[src/rtl/nf10_tbl_access_arbiter.sv]
// ============================================================================
// Module   : nf10_tbl_access_arbiter
// Brief    : Shares one single-port table BRAM between the host register port
//            and the pipelined datapath lookup port, with bounded host wait.
// Revision : 1.0
// ============================================================================
`default_nettype none

module nf10_tbl_access_arbiter #(
    parameter int C_S_AXI_DATA_WIDTH = 32,
    parameter int TBL_NUM_COLS       = 4,
    parameter int TBL_ADDR_WIDTH     = 2,
    parameter int MEM_RD_LATENCY     = 2,
    parameter int HOST_MAX_WAIT      = 8
) (
    input  logic                                       Bus2IP_Clk,
    input  logic                                       Bus2IP_Resetn,
    input  logic                                       tbl_rd_req,
    input  logic [TBL_ADDR_WIDTH-1:0]                  tbl_rd_addr,
    output logic                                       tbl_rd_ack,
    output logic [TBL_NUM_COLS*C_S_AXI_DATA_WIDTH-1:0] tbl_rd_data,
    input  logic                                       tbl_wr_req,
    input  logic [TBL_ADDR_WIDTH-1:0]                  tbl_wr_addr,
    input  logic [TBL_NUM_COLS*C_S_AXI_DATA_WIDTH-1:0] tbl_wr_data,
    output logic                                       tbl_wr_ack,
    input  logic                                       dp_lkp_req,
    input  logic [TBL_ADDR_WIDTH-1:0]                  dp_lkp_addr,
    output logic                                       dp_lkp_gnt,
    output logic                                       dp_lkp_vld,
    output logic [TBL_NUM_COLS*C_S_AXI_DATA_WIDTH-1:0] dp_lkp_data,
    output logic                                       mem_en,
    output logic                                       mem_we,
    output logic [TBL_ADDR_WIDTH-1:0]                  mem_addr,
    output logic [TBL_NUM_COLS*C_S_AXI_DATA_WIDTH-1:0] mem_wdata,
    input  logic [TBL_NUM_COLS*C_S_AXI_DATA_WIDTH-1:0] mem_rdata
);

    localparam int W   = TBL_NUM_COLS * C_S_AXI_DATA_WIDTH;
    localparam int L   = MEM_RD_LATENCY;
    localparam int WCW = (HOST_MAX_WAIT < 1) ? 1 : $clog2(HOST_MAX_WAIT + 1);
    localparam logic [WCW-1:0] WAIT_MAX = WCW'(HOST_MAX_WAIT);

    typedef enum logic [1:0] {
        H_IDLE    = 2'd0,
        H_RD_WAIT = 2'd1,
        H_DONE    = 2'd2
    } host_state_t;

    host_state_t    state_q, state_d;
    logic [WCW-1:0] wait_cnt_q, wait_cnt_d;
    logic [L-1:0]   dp_tag_q, dp_tag_d;
    logic [L-1:0]   host_tag_q, host_tag_d;
    logic           tbl_rd_ack_q, tbl_rd_ack_d;
    logic           tbl_wr_ack_q, tbl_wr_ack_d;
    logic           dp_lkp_vld_q, dp_lkp_vld_d;
    logic [W-1:0]   tbl_rd_data_q, tbl_rd_data_d;
    logic [W-1:0]   dp_lkp_data_q, dp_lkp_data_d;

    logic host_req;
    logic host_issue;
    logic dp_xfer;

    always_comb begin
        host_req   = tbl_rd_req | tbl_wr_req;
        host_issue = (state_q == H_IDLE) && host_req &&
                     (!dp_lkp_req || (wait_cnt_q == WAIT_MAX));
        dp_xfer    = dp_lkp_req && !host_issue;
    end

    // Write wins the address mux when both host requests are raised together.
    always_comb begin
        dp_lkp_gnt = !host_issue;
        mem_en     = host_issue | dp_xfer;
        mem_we     = host_issue & tbl_wr_req;
        mem_wdata  = tbl_wr_data;
        if (host_issue) begin
            mem_addr = tbl_wr_req ? tbl_wr_addr : tbl_rd_addr;
        end else begin
            mem_addr = dp_lkp_addr;
        end
    end

    // Tags travel alongside each read so results are routed to their owner L cycles later.
    always_comb begin
        state_d       = state_q;
        wait_cnt_d    = wait_cnt_q;
        dp_tag_d      = dp_tag_q << 1;
        host_tag_d    = host_tag_q << 1;
        dp_tag_d[0]   = dp_xfer;
        host_tag_d[0] = host_issue & !tbl_wr_req;
        tbl_rd_ack_d  = 1'b0;
        tbl_wr_ack_d  = 1'b0;
        tbl_rd_data_d = tbl_rd_data_q;
        dp_lkp_vld_d  = dp_tag_q[L-1];
        dp_lkp_data_d = dp_tag_q[L-1] ? mem_rdata : dp_lkp_data_q;

        if (host_issue) begin
            wait_cnt_d = '0;
        end else if ((state_q == H_IDLE) && host_req && (wait_cnt_q != WAIT_MAX)) begin
            wait_cnt_d = wait_cnt_q + 1'b1;
        end

        case (state_q)
            H_IDLE: begin
                if (host_issue) begin
                    if (tbl_wr_req) begin
                        state_d      = H_DONE;
                        tbl_wr_ack_d = 1'b1;
                    end else begin
                        state_d = H_RD_WAIT;
                    end
                end
            end
            H_RD_WAIT: begin
                if (host_tag_q[L-1]) begin
                    state_d       = H_DONE;
                    tbl_rd_ack_d  = 1'b1;
                    tbl_rd_data_d = mem_rdata;
                end
            end
            H_DONE:  state_d = H_IDLE;
            default: state_d = H_IDLE;
        endcase
    end

    always_ff @(posedge Bus2IP_Clk or negedge Bus2IP_Resetn) begin
        if (!Bus2IP_Resetn) begin
            state_q       <= H_IDLE;
            wait_cnt_q    <= '0;
            dp_tag_q      <= '0;
            host_tag_q    <= '0;
            tbl_rd_ack_q  <= 1'b0;
            tbl_wr_ack_q  <= 1'b0;
            dp_lkp_vld_q  <= 1'b0;
            tbl_rd_data_q <= '0;
            dp_lkp_data_q <= '0;
        end else begin
            state_q       <= state_d;
            wait_cnt_q    <= wait_cnt_d;
            dp_tag_q      <= dp_tag_d;
            host_tag_q    <= host_tag_d;
            tbl_rd_ack_q  <= tbl_rd_ack_d;
            tbl_wr_ack_q  <= tbl_wr_ack_d;
            dp_lkp_vld_q  <= dp_lkp_vld_d;
            tbl_rd_data_q <= tbl_rd_data_d;
            dp_lkp_data_q <= dp_lkp_data_d;
        end
    end

    assign tbl_rd_ack  = tbl_rd_ack_q;
    assign tbl_wr_ack  = tbl_wr_ack_q;
    assign tbl_rd_data = tbl_rd_data_q;
    assign dp_lkp_vld  = dp_lkp_vld_q;
    assign dp_lkp_data = dp_lkp_data_q;

endmodule

`default_nettype wire

[config.mk]
export PLATFORM = sky130hd
export DESIGN_NAME = nf10_tbl_access_arbiter
export DESIGN_NICKNAME = d
export VERILOG_FILES = /design/src/rtl/nf10_tbl_access_arbiter.sv
export SDC_FILE = /design/constraint.sdc
export NUM_CORES = 1
export LEC_CHECK = 0
export ABC_AREA = 1
export CORE_AREA = 2 2 254 256
export DETAILED_ROUTE_END_ITERATION = 7
export DIE_AREA = 0 0 256 258
export HOLD_SLACK_MARGIN = 0.05
export SYNTH_ARGS = -nofsm -noshare
export SYNTH_HDL_FRONTEND = slang
export SYNTH_SLANG_ARGS = --single-unit
export TNS_END_PERCENT = 30
[constraint.sdc]
create_clock -name Bus2IP_Clk -period 4.2 [get_ports Bus2IP_Clk]
set_clock_uncertainty 0.15 [all_clocks]
set_input_delay 0.84 -clock Bus2IP_Clk [delete_from_list [all_inputs] [get_ports Bus2IP_Clk]]
set_output_delay 0.84 -clock Bus2IP_Clk [all_outputs]
set_load 0.01 [all_outputs]
==> results of run 1 <==
-- kinds of logic after synthesis --
| family | Yosys count | share of synthesized area [%] |
|---|---|---|
| AND/OR/NAND/NOR | 393 | 13.6 |
| flip-flops | 269 | 60.8 |
| buffers and inverters | 213 | 12.5 |
| multiplexers | 99 | 10.1 |
| AO/OA/AOI/OAI | 62 | 2.81 |
| adder cells (fa/ha/maj) | 2 | 0.226 |
-- final cells by class --
| type | instances | area, µm² |
|---|---|---|
| timing repair buffer | 410 | 4150 |
| fill | 6694 | 47500 |
| antenna | 1 | 2.50 |
| clock buffer | 49 | 948 |
| multi-input combinational | 556 | 2970 |
| inverter | 41 | 156 |
| tap | 855 | 1070 |
| clock inverter | 9 | 116 |
| sequential | 269 | 6740 |
-- stage by stage --
| step | util, % | hold WS (ns) | cell area (µm²) |
|---|---|---|---|
| 5_1_grt | 25.4 | 0.226 | 16100 |
| 3_3_place_gp | 23.7 | 0.183 | 15100 |
| 4_1_cts | 25.4 | 0.202 | 16100 |
| 2_1_floorplan | - | 0.181 | 11100 |
| 6_report | 25.4 | 0.201 | 16100 |
| 3_5_place_dp | 23.7 | 0.189 | 15100 |
-- worst paths after layout --
| kind | cells past startpoint | end | slack [ns] |
|---|---|---|---|
| max in group asynchronous | 2 | tbl_rd_data[15]$_DFFE_PN0P_ | 2.77 |
| max | 8 | mem_addr[0] | 0.52 |
| min reg2reg | 0 | dp_tag_q[1]$_DFF_PN0_ | 0.20 |
| max reg2reg | 6 | tbl_rd_data[53]$_DFFE_PN0P_ | 2.04 |
| min | 0 | dp_tag_q[1]$_DFF_PN0_ | 0.20 |
| min in group asynchronous | 1 | dp_lkp_data[64]$_DFFE_PN0P_ | 0.25 |
-- sequential cells by signal (all words and copies together) (netlist names) --
name         flops
dp_tag_q         2
state_q          2
dp_lkp_vld       1
dp_lkp_data    128
tbl_rd_ack       1
tbl_rd_data    128
wait_cnt_q       4
tbl_wr_ack       1
host_tag_q       2
-- cell usage in the layout, fill, tap and decap left out, types with 2 or more instances in the layout --
cell type / n
clkdlybuf4s50_1: 401
ha_1: 2
inv_6: 3
clkbuf_1: 12
clkinv_4: 2
nand2_1: 348
clkbuf_16: 35
nand4_1: 2
buf_4: 3
a21oi_1: 29
o21ai_0: 32
mux2_2: 99
nand3_1: 4
buf_12: 5
dfrtp_1: 268
clkbuf_8: 2
bufinv_16: 2
nor2_1: 36
inv_1: 40
-- critical path, delay by kind of cell --
family        cells  cell delay (ns)
buf+inv           3             1.26
simple gates      5             0.58
-- per-layer routing --
metal / up-vias / global-route usage (%) / wire length [µm]
met5: - / 0.285 / 25
met4: 2 / 5.88 / 1790
met3: 114 / 3.73 / 2920
met2: 354 / 16.2 / 15900
met1: 3822 / 10.2 / 12200
li1: 3697 / - / -
-- power by group --
part           leakage, nW  internal, mW  total, mW  switching (mW)
clock                0.514          1.70       2.82            1.12
sequential            3.17          3.57       4.12           0.550
combinational         3.41          2.27       3.99            1.71
total                 7.09          7.54       10.9            3.38
==> results.cfg, run 1 <==
[worst_setup_path]
cp_cell_sequence = clkdlybuf4s50_1 -> nor2_1 -> nor2_4 -> nand2_4 -> inv_1 -> nand2_1 -> nand2_1 -> clkdlybuf4s50_1
startpoint = tbl_wr_req
criticalPathCategory = primary input to primary output
crit_required_ns = 3.21
start_kind = primary input
setup.worst_path.end_class = primary output
r2r-start = state_q[1]$_DFFE_PN0P_
worst_ep_arrival_time_ns = 2.69
crit_slowest_cell = clkdlybuf4s50_1
cpPeakStageDelay_ns = 0.58
crit_fanout = 10

[placement]
dp_hpwl_um = 23000
place_congestion = 0.799
dp.cells = 2131
portBuffers = 402
dp_slack_ns = 0.550

[floorplan]
die_h_um = 258
rows = 93
core-area_um2 = 63600
fp.dieArea_um2 = 66000
start_util_pct = 17.4
io_pins = 659
die_x_um = 256

[power_and_ir_drop]
ir_drop_uv = 322
leakagePower_nw = 7.09
power_density_nw_per_um2 = 677
finalPower_mw = 10.9

[logic_synthesis]
ys_top_cells_by_count = 348 x nand2_1, 269 x dfrtp_1, 133 x buf_4
yosysTopAreaCell = dfrtp_1
ys_top_cells_by_area = dfrtp_1 61%, nand2_1 12%, mux2_2 10%
syn_nets = 1307
netlist_instances = 1038
synthesis.area_um2 = 11100
syn_area_per_cell_um2 = 10.7
yosysSeqAreaShare_pct = 60.8
ys_seq_elements = 269
synthFlopType = dfrtp_1
synth.most_common_cell = nand2_1
yosysTopAreaCellShare_pct = 60.8
synth_edf_count = 0
ys_async_sr_fraction_pct = 100
synth_warnings = 0
ys_types = 19

[timing]
slew_viol_final = 0
finalSetupTns_ns = 0
min_period_ns = 3.68
fmax_mhz = 272
hold_viol = 0
tightest_slew_ns = 0.989
finalSetupViolations = 0
layout_setup_ws_ns = 0.521
rsz0062_at_grt = false
fin_crit_sh_pct = 87.6
slew_headroom_pct = 34.0

[clock_tree]
insertion_delay_ns = 0.53
numCtsBuffers = 34
clockBufferDepth = 3
cts_tree = built
cts.sinks = 269
cts_root_buffer = clkbuf_16
ctsHtreeMaxLevel = 2
post_cts_buffers = 0
clk_pin_slew_worst_paths_ns = 0.06
cts-hold-fix-buffers = 0
ctsResizeCount = 0

[final_layout]
drive_gt1_share_pct = 11.9
syn2layout_area_growth_pct = 45.8
fin_cells = 2190
nets = 1581

[routing]
wire_per_inst_um = 15.0
via_count = 7989
ant_nets = 0
drt_iter0_markers = 397
first_pass_iters = 4
drc = 0
routed_wirelength_um = 32900
viasPerCell = 3.65

[outcome]
status = finished clean

[worst_hold_path]
hold_class = flip-flop to flip-flop
worstHoldStart = dp_tag_q[0]$_DFF_PN0_

[grt]
antenna_found_initial = 2
grt_max_degree = 159
grt_overflow = 0
grt_pass1_wl_um = 50000
grt.total_usage_pct = 9.63
grt_pass1_vias = 8559

[run]
cap_viol_max_count = 0
Power figures use the tool's default switching activity.
==> inputs of run 2 (changes only) <==
--- a/config.mk
+++ b/config.mk
@@ -6,6 +6,8 @@
 export NUM_CORES = 1
 export LEC_CHECK = 0
 export ABC_AREA = 1
+export ABC_CLOCK_PERIOD_IN_PS = 4200
+export CAP_MARGIN = 20
 export CORE_AREA = 2 2 254 256
 export DETAILED_ROUTE_END_ITERATION = 7
 export DIE_AREA = 0 0 256 258
==> results of run 2 <==
Final layout, timing and power as in run 1 (identical DEF).
==> inputs of run 3 (changes only) <==
--- a/config.mk
+++ b/config.mk
@@ -12,6 +12,8 @@
 export DETAILED_ROUTE_END_ITERATION = 7
 export DIE_AREA = 0 0 256 258
 export HOLD_SLACK_MARGIN = 0.05
+export PLACE_DENSITY = 0.56
+export RECOVER_POWER = 25
 export SYNTH_ARGS = -nofsm -noshare
 export SYNTH_HDL_FRONTEND = slang
 export SYNTH_SLANG_ARGS = --single-unit
==> constraint.sdc (replaced) <==
create_clock -name Bus2IP_Clk -period 4.2 [get_ports Bus2IP_Clk]
set_clock_uncertainty 0.15 [all_clocks]
set_input_delay 0.84 -clock Bus2IP_Clk [delete_from_list [all_inputs] [get_ports Bus2IP_Clk]]
set_output_delay 0.84 -clock Bus2IP_Clk [all_outputs]
set_load 0.1 [all_outputs]
==> run 3 against run 2 <==
  * The run now ends with max-capacitance violations, max-slew violations left
  * Worst hold slack worse by 0.0019 ns
  * Largest cell class unchanged
  * Flip-flop and latch count stayed put
  * Maximum frequency is 10% higher
  * Highest routed layer unchanged
  * Cell count stayed put
  * Worst setup slack better by 0.34 ns
  * Core utilization is 0.087 points lower
  * Clock-buffer cell count stayed put
==> results.cfg, run 3 (synthesis results as in run 1) <==
[routing]
via_count = 7974
drt_iter0_markers = 344
wire_per_inst_um = 15.0
viasPerCell = 3.64
ant_nets = 0
drc = 0
first_pass_iters = 4
routed_wirelength_um = 32800

[outcome]
status = finished with violations
violations = max-capacitance violations, max-slew violations

[clock_tree]
ctsResizeCount = 0
numCtsBuffers = 34
insertion_delay_ns = 0.53
cts_tree = built
cts.sinks = 269
post_cts_buffers = 0
clockBufferDepth = 3
clk_pin_slew_worst_paths_ns = 0.05
ctsHtreeMaxLevel = 2
cts_root_buffer = clkbuf_16
cts-hold-fix-buffers = 0

[grt]
antenna_found_initial = 1
grt_overflow = 0
grt_max_degree = 159
grt_pass1_wl_um = 50300
grt_pass1_vias = 8374
grt.total_usage_pct = 9.67

[timing]
finalSetupViolations = 0
hold_viol = 0
layout_setup_ws_ns = 0.864
min_period_ns = 3.34
slew_viol_final = 269
slew_headroom_pct = -97.9
fmax_mhz = 300
rsz0062_at_grt = false
finalSetupTns_ns = 0
fin_crit_sh_pct = 79.4
tightest_slew_ns = 2.97

[floorplan]
start_util_pct = 17.4
die_h_um = 258
fp.dieArea_um2 = 66000
rows = 93
core-area_um2 = 63600
die_x_um = 256
io_pins = 659

[worst_setup_path]
start_kind = primary input
criticalPathCategory = primary input to primary output
setup.worst_path.end_class = primary output
worst_ep_arrival_time_ns = 2.35
crit_required_ns = 3.21
crit_fanout = 10

[final_layout]
drive_gt1_share_pct = 12.7
nets = 1583
syn2layout_area_growth_pct = 45.3
layout_common_cells = 395 x clkdlybuf4s50_1, 348 x nand2_1, 269 x dfrtp_1
layout_commonest_cell = clkdlybuf4s50_1
fin_cells = 2190
diodes = 0

[placement]
place_congestion = 0.800
dp_hpwl_um = 22800
dp_slack_ns = 0.846
portBuffers = 402
dp.cells = 2133

[worst_hold_path]
hold_class = flip-flop to flip-flop

[run]
cap_viol_max_count = 2
run 3: worst max-delay path, stage by stage:
cell             delay [ns]
clkdlybuf4s50_1        0.57
nor2_1                 0.10
nor2_4                 0.22
nand2_4                0.12
inv_1                  0.10
nand2_1                0.06
nand2_1                0.06
buf_4                  0.28
run 3: final cells by class:
class / instances / area (µm²)
clock buffers: 49 / 987
flip-flops and latches: 269 / 6730
clock inverters: 8 / 72.6
multi-input cells: 556 / 2970
repair buffers: 412 / 4110
well taps: 855 / 1070
inverters: 41 / 156
fillers: 6808 / 47600
run 3: worst paths after layout:
kind | startpoint | end | slack (ns) | cells past startpoint
min reg2reg | dp_tag_q[0]$_DFF_PN0_ | dp_tag_q[1]$_DFF_PN0_ | 0.20 | 0
max | tbl_wr_req | mem_addr[0] | 0.86 | 8
min | dp_tag_q[0]$_DFF_PN0_ | dp_tag_q[1]$_DFF_PN0_ | 0.20 | 0
min in group asynchronous | Bus2IP_Resetn | dp_lkp_data[85]$_DFFE_PN0P_ | 1.11 | 1
max reg2reg | dp_tag_q[1]$_DFF_PN0_ | dp_lkp_data[26]$_DFFE_PN0P_ | 1.48 | 2
max in group asynchronous | Bus2IP_Resetn | tbl_rd_data[29]$_DFFE_PN0P_ | 0.97 | 2
run 3: metal layers:
metal  up-vias  GRT usage (%)  share of wire [%]
met3       106           4.02                9.5
met5         -              0              0.040
li1       3688              -                  -
met4         2           6.08                5.7
met1      3819           10.2                 37
met2       359           16.0                 48
run 3: per-stage QoR:
stage          hold slack [ns]  util (%)  area (µm²)
2_1_floorplan            0.181         -       11100
3_3_place_gp             0.181      23.7       15100
3_5_place_dp             0.187      23.7       15100
4_1_cts                  0.201      25.3       16100
5_1_grt                  0.202      25.3       16100
6_report                 0.199      25.3       16100
Power of run 3 is not shown: default switching activity piles up to over one toggle a cycle in this logic, so the estimate is an artifact.
